## src/rtl/preadd_pkg.sv

```systemverilog
// rtl/preadd_pkg.sv - shared constants and INMODE[3:1] op encodings for the pre-adder driver
// Contents: DATA_W (pre-adder operand width), preadd_op_e (INMODE[3:1] encodings),
//           OP_BUBBLE (op presented to the pre-adder when no operation is in flight).
package preadd_pkg;

  localparam int DATA_W = 25;

  // Bit 0 gates A to zero, bit 1 enables D, bit 2 selects D - A instead of D + A.
  typedef enum logic [2:0] {
    OP_A    = 3'b000,
    OP_ZERO = 3'b001,
    OP_DPA  = 3'b010,
    OP_D    = 3'b011,
    OP_NEGA = 3'b100,
    OP_DMA  = 3'b110
  } preadd_op_e;

  localparam preadd_op_e OP_BUBBLE = OP_ZERO;

endpackage

```

## src/rtl/preadd_skew_pipe.sv

```systemverilog
// rtl/preadd_skew_pipe.sv - enable-gated delay line with synchronous clear
// Ports: clk_i clock; en_i shift enable; clr_i synchronous clear (wins over en_i);
//        d_i stage input; q_o output delayed by DEPTH enabled cycles (DEPTH = 0 is a wire).
module preadd_skew_pipe #(
  parameter int DEPTH = 1,
  parameter int WIDTH = 1
) (
  input  logic             clk_i,
  input  logic             en_i,
  input  logic             clr_i,
  input  logic [WIDTH-1:0] d_i,
  output logic [WIDTH-1:0] q_o
);

  if (DEPTH == 0) begin : g_wire
    logic unused_ctrl;
    assign unused_ctrl = ^{clk_i, en_i, clr_i};
    assign q_o = d_i;
  end else begin : g_regs
    logic [WIDTH-1:0] stage_q [DEPTH];

    always_ff @(posedge clk_i) begin
      if (clr_i) begin
        for (int i = 0; i < DEPTH; i++) stage_q[i] <= '0;
      end else if (en_i) begin
        stage_q[0] <= d_i;
        for (int i = 1; i < DEPTH; i++) stage_q[i] <= stage_q[i-1];
      end
    end

    assign q_o = stage_q[DEPTH-1];
  end

endmodule

```

## src/rtl/preadder_driver.sv

```systemverilog
// rtl/preadder_driver.sv - issue-side sequencer for the DSP pre-adder (USE_DPORT=1)
// Ports: clk, RST (sync, active-high); in_valid/in_ready/in_op/in_a/in_d/in_tag operation stream;
//        flush pipeline discard; D, AMULT_REGA, INMODE, CED, CEAD, RSTD to the pre-adder;
//        out_valid/out_ready/out_tag result stream aligned with AMULT; ops_done completion count.
module preadder_driver
  import preadd_pkg::*;
#(
  parameter int DREG  = 1,
  parameter int ADREG = 1,
  parameter int TAG_W = 8
) (
  input  logic              clk,
  input  logic              RST,
  input  logic              in_valid,
  output logic              in_ready,
  input  logic [2:0]        in_op,
  input  logic [DATA_W-1:0] in_a,
  input  logic [DATA_W-1:0] in_d,
  input  logic [TAG_W-1:0]  in_tag,
  input  logic              flush,
  output logic [DATA_W-1:0] D,
  output logic [DATA_W-1:0] AMULT_REGA,
  output logic [2:0]        INMODE,
  output logic              CED,
  output logic              CEAD,
  output logic              RSTD,
  output logic              out_valid,
  input  logic              out_ready,
  output logic [TAG_W-1:0]  out_tag,
  output logic [15:0]       ops_done
);

  localparam int LAT    = DREG + ADREG;
  localparam int SKEW_W = 1 + TAG_W + 3 + DATA_W;
  localparam int RES_W  = 1 + TAG_W;

  if (LAT == 0) begin : g_lat_check
    $error("preadder_driver: DREG + ADREG must be at least 1");
  end

  logic              advance;
  logic              xfer;
  logic              stage_clr;
  logic [SKEW_W-1:0] skew_in;
  logic [SKEW_W-1:0] skew_out;
  logic [RES_W-1:0]  res_in;
  logic [RES_W-1:0]  res_out;
  logic              sk_valid;
  logic [TAG_W-1:0]  sk_tag;
  logic [2:0]        sk_op;
  logic [DATA_W-1:0] sk_a;
  logic [15:0]       ops_done_q;
  logic [15:0]       ops_done_d;

  // The whole pipeline (driver stages and pre-adder registers) moves in lockstep;
  // a stalled result at the output freezes everything behind it.
  assign advance   = (!out_valid || out_ready) && !flush && !RST;
  assign xfer      = in_valid && advance;
  assign stage_clr = RST || flush;

  assign in_ready = advance;
  assign CED      = advance;
  assign CEAD     = advance;
  assign RSTD     = RST || flush;

  // D goes straight to the pre-adder, whose own D register supplies the DREG delay.
  assign D = xfer ? in_d : '0;

  // Op, A and tag are delayed here so they meet the registered D at the pre-adder.
  assign skew_in = {xfer,
                    (xfer ? in_tag : '0),
                    (xfer ? in_op : 3'(OP_BUBBLE)),
                    (xfer ? in_a : '0)};

  preadd_skew_pipe #(
    .DEPTH (DREG),
    .WIDTH (SKEW_W)
  ) u_d_skew (
    .clk_i (clk),
    .en_i  (advance),
    .clr_i (stage_clr),
    .d_i   (skew_in),
    .q_o   (skew_out)
  );

  assign {sk_valid, sk_tag, sk_op, sk_a} = skew_out;

  // Bubbles always present the zero op so AD never sees stale operands.
  assign INMODE     = sk_valid ? sk_op : 3'(OP_BUBBLE);
  assign AMULT_REGA = sk_valid ? sk_a : '0;

  // Valid/tag follow the pre-adder AD register so they line up with AMULT.
  assign res_in = {sk_valid, sk_tag};

  preadd_skew_pipe #(
    .DEPTH (ADREG),
    .WIDTH (RES_W)
  ) u_ad_result (
    .clk_i (clk),
    .en_i  (advance),
    .clr_i (stage_clr),
    .d_i   (res_in),
    .q_o   (res_out)
  );

  assign {out_valid, out_tag} = res_out;

  // A result dropped by flush is not counted even if out_ready is high that cycle.
  always_comb begin
    ops_done_d = ops_done_q;
    if (out_valid && out_ready && !flush) begin
      ops_done_d = ops_done_q + 16'd1;
    end
  end

  always_ff @(posedge clk) begin
    if (RST) begin
      ops_done_q <= '0;
    end else begin
      ops_done_q <= ops_done_d;
    end
  end

  assign ops_done = ops_done_q;

endmodule

```

## config.mk

```make
export PLATFORM = sky130hd
export DESIGN_NAME = preadder_driver
export DESIGN_NICKNAME = d
export VERILOG_FILES = /design/src/rtl/preadd_pkg.sv /design/src/rtl/preadd_skew_pipe.sv /design/src/rtl/preadder_driver.sv
export SDC_FILE = /design/constraint.sdc
export NUM_CORES = 1
export LEC_CHECK = 0
export BUFFER_PORTS_ARGS = -buffer_cell sky130_fd_sc_hd__buf_2
export CORE_ASPECT_RATIO = 1.5
export CORE_MARGIN = 3
export CORE_UTILIZATION = 30
export CTS_CLUSTER_SIZE = 8
export DETAILED_ROUTE_END_ITERATION = 8
export PLACE_DENSITY_LB_ADDON = 0.05
export SLEW_MARGIN = 20
export SYNTH_ARGS = -nofsm -noshare
export SYNTH_HDL_FRONTEND = slang
export SYNTH_SLANG_ARGS = --single-unit
```

## constraint.sdc

```tcl
create_clock -name clk -period 4.1 [get_ports clk]
set_input_delay 0.205 -clock clk [delete_from_list [all_inputs] [get_ports clk]]
set_output_delay 0.205 -clock clk [all_outputs]
set_load 0.1 [all_outputs]
```

==> impl.org <==
** Clocking
- Quantity of gates resized following cts :: 0
- Number of buffers on the longest clock path :: 2
- Clk_lat worst skew :: 320 ps
- Clock tree from TritonCTS :: yes
- After clock tree synthesis, the setup repair step added 0 buffers.
- The clock net in this run drives a total of 62 sinks.
- Buffers inserted to repair hold after CTS numbered 0.
- After clock tree synthesis, the clock-pin slew on the worst setup and hold paths is approximately 50 ps.
- The H-tree generated during clock tree synthesis spans 3 levels.
- Root Buffer Master :: clkbuf_16
- Number of buffers created by CTS :: 9

** Final layout
- Footprint of the flip-flops and latches :: 1702 um2
- After the last flow step, the layout net total stands at 459.
- Count of inserted antenna diode cells :: 0
- Summing all multi-input logic gate instances after layout gives 1107 um2.
- Area growth from synthesis to layout :: 36.42%
- After filler insertion, the fill cell instance count of the layout stands at around 940.
- Fraction of layout instances using a drive strength above 1 :: 0.4332

** Setup path
- The worst setup path is captured at a primary output.
- Data on the critical path arrives at its endpoint at 2300 ps.
- STA classifies the critical path startpoint as a flop.
- Highest net fanout along the worst path :: 40
- Worst Path Class, Setup :: flop to primary output
- STA puts the critical path data required time at 3890 ps.

** Route
- Detailed Routing Iterations Pass 1 :: 4
- Post-DRT Antenna Nets :: 0
- Number of vias per cell :: 4.658
- Initial DRC Count :: 86
- Wires add up to about 7300 um.
- After detailed routing, the number of remaining DRC violations is 0.
- Across all layers, the routed design uses approximately 2400 vias.
- DR WL/cell :: between 10 and 15 um

** Yosys
- Counting flops with an async set or reset pin after synthesis yields a share of 0.
- Sequential fraction of the synthesis area :: 0.5854
- After synthesis, the cell types taking the most area are edfxtp_1, and3_1, dfxtp_1, and2_1, xnor2_1.
- The cell area that synthesis handed to floorplanning was 2907 um2.
- The cell count after synthesis came out at 253.
- Yosys top cell area share :: 0.4752
- Counting flops and latches in the post-synthesis netlist gives slightly above 60.
- The number of nets handed over by synthesis was 320.
- Dominant synthesized flop cell :: edfxtp_1
- Number of synthesized flops with an enable pin :: 46
- The commonest cells after synthesis are and3_1, edfxtp_1, and2_1.
- Synthesized area per cell :: between 10 and 15 um2
- Most frequent cell after synthesis :: and3_1
- Yosys mapped the design onto 36 distinct sky130hd cell types.
- The largest total area in the synthesized netlist belongs to edfxtp_1.
- Number of warnings printed during yosys synthesis :: 0

** Global route
- Global-route wire length before repair :: 11680 um
- Summed over all layers, the global routing overflow is 0.
- The initial antenna violation count was 0.
- Across every metal layer, demand over resource in global routing totals 0.1364.
- Number of global-route vias before repair :: 2349
- Pin count of the biggest net entering global routing :: 63

** Placement
- During placement, the flow inserted port buffers numbering 147.
- Detailed placement ended at an HPWL of 5003 um.
- At the end of routability-driven placement, the weighted congestion stood at 0.7301.

** Timing
- Pins over their slew limit :: 0
- Setup repair after global routing left no endpoint under its margin.
- Relative slew slack :: 0.4505
- Period utilisation layout :: 0.6105
- For the pin with the worst max-slew slack, the measured transition is 824.2 ps.
- Clock skew on the completed layout was measured at 4.573 ps.
- Derived from the worst setup path, the maximum achievable clock frequency is 399.5 MHz.
- Count of endpoints failing setup in the final report :: 0
- Endpoints failing hold :: 0
- Summed over all failing endpoints, the final setup total negative slack is 0 ps.
- Shortest period the worst path allows :: 2503 ps

** Pwr
- Total design power :: 1.509 mW
- In this run the static leakage power is between 2 and 2.5 nW.
- Pwr per Cell Area :: 380.5 nW/um2
- Peak supply drop :: 0.0002125 V

** Hold path
- Worst hold path type :: input pin to flop

** Floorplan
- After floorplanning, the core was divided into 43 placement rows.
- The die is 126.6 um tall.
- For this configuration, the core starts out at a cell density of 0.3105.
- Die X-Extent :: 86.37 um
- Pin placement for this block handled about 150 I/O pins.
- The region available for standard cell placement spans 9361 um2.
- The die covers ~11000 um2.

** Run
- Max-cap violations in this run came to 0.

** Status
- The run finished with clean final reports.
kinds of logic after synthesis:
family,Yosys count,share of synthesized area
AND/OR/NAND/NOR,146,0.3177
flip-flops,62,0.5854
buffers and inverters,24,0.03615
XOR/XNOR,9,0.02712
AO/OA/AOI/OAI,8,0.01808
multiplexers,3,0.01119
adder cells (fa/ha/maj),1,0.004304
through the flow:
stage               std cells  cell area, um2  utilization  worst slack (ps)  hold WS (ps)
finish                    509            3965       0.4236              1597         190.1
global route              509            3965       0.4236              1412         181.5
CTS                       509            3965       0.4236              1553         178.0
detailed placement        493            3707       0.3960              1807         506.6
global placement          493            3702       0.3955              1859         501.7
floorplan                 253            2907            -              1299         427.9
final timing paths:
| check | cells past startpoint | slack, ps | startpoint | endpoint |
|---|---|---|---|---|
| hold / removal | 2 | 190 | in_tag[4] | u_d_skew.g_regs.stage_q[0][32] |
| setup reg to reg | 4 | 2040 | u_ad_result.g_regs.stage_q[0][8] | u_d_skew.g_regs.stage_q[0][17] |
| setup / recovery | 4 | 1600 | u_ad_result.g_regs.stage_q[0][8] | D[9] |
| hold reg to reg | 1 | 510 | u_d_skew.g_regs.stage_q[0][34] | u_ad_result.g_regs.stage_q[0][6] |
power breakdown:
part / switching [mW] / internal (mW)
sequential: 0.00526 / 0.683
combinational: 0.128 / 0.0426
clock: 0.251 / 0.399
total: 0.384 / 1.12
flip-flops by register name, summed over array words and instances (netlist names):
register and cells:
ops_done 16, u_d_skew.g_regs.stage_q 37, u_ad_result.g_regs.stage_q 9
cell type report:
type,count,area share
Clock buffer,10,0.05775
Tap cell,112,0.03534
Clock inverter,6,0.007258
Sequential cell,62,0.4292
Timing Repair Buffer,148,0.1874
Inverter,4,0.003787
Multi-Input combinational cell,167,0.2793
layer usage:
metal | global-route usage | part of all wire | vias up
met1 | 0.1594 | 0.39 | 1107
met4 | 0.05688 | 0.016 | 0
met5 | 0 | 0 | -
li1 | - | - | 1174
met2 | 0.2259 | 0.52 | 78
met3 | 0.04613 | 0.075 | 12
worst max-delay path, stage by stage (launching register included):
cell and delay [ps]:
edfxtp_1 480, nor2b_1 250, nor2_4 550, and3_1 250
buf_2 430
placed cells by master (no fill, tap or decap), types with 6 or more instances in the layout:
| cell | n |
|---|---|
| nand3_1 | 6 |
| and3_1 | 60 |
| dfxtp_1 | 16 |
| nor2_1 | 16 |
| edfxtp_1 | 46 |
| buf_2 | 147 |
| clkbuf_16 | 9 |
| xnor2_1 | 7 |
| and2_1 | 37 |
Power figures use the tool's default switching activity.
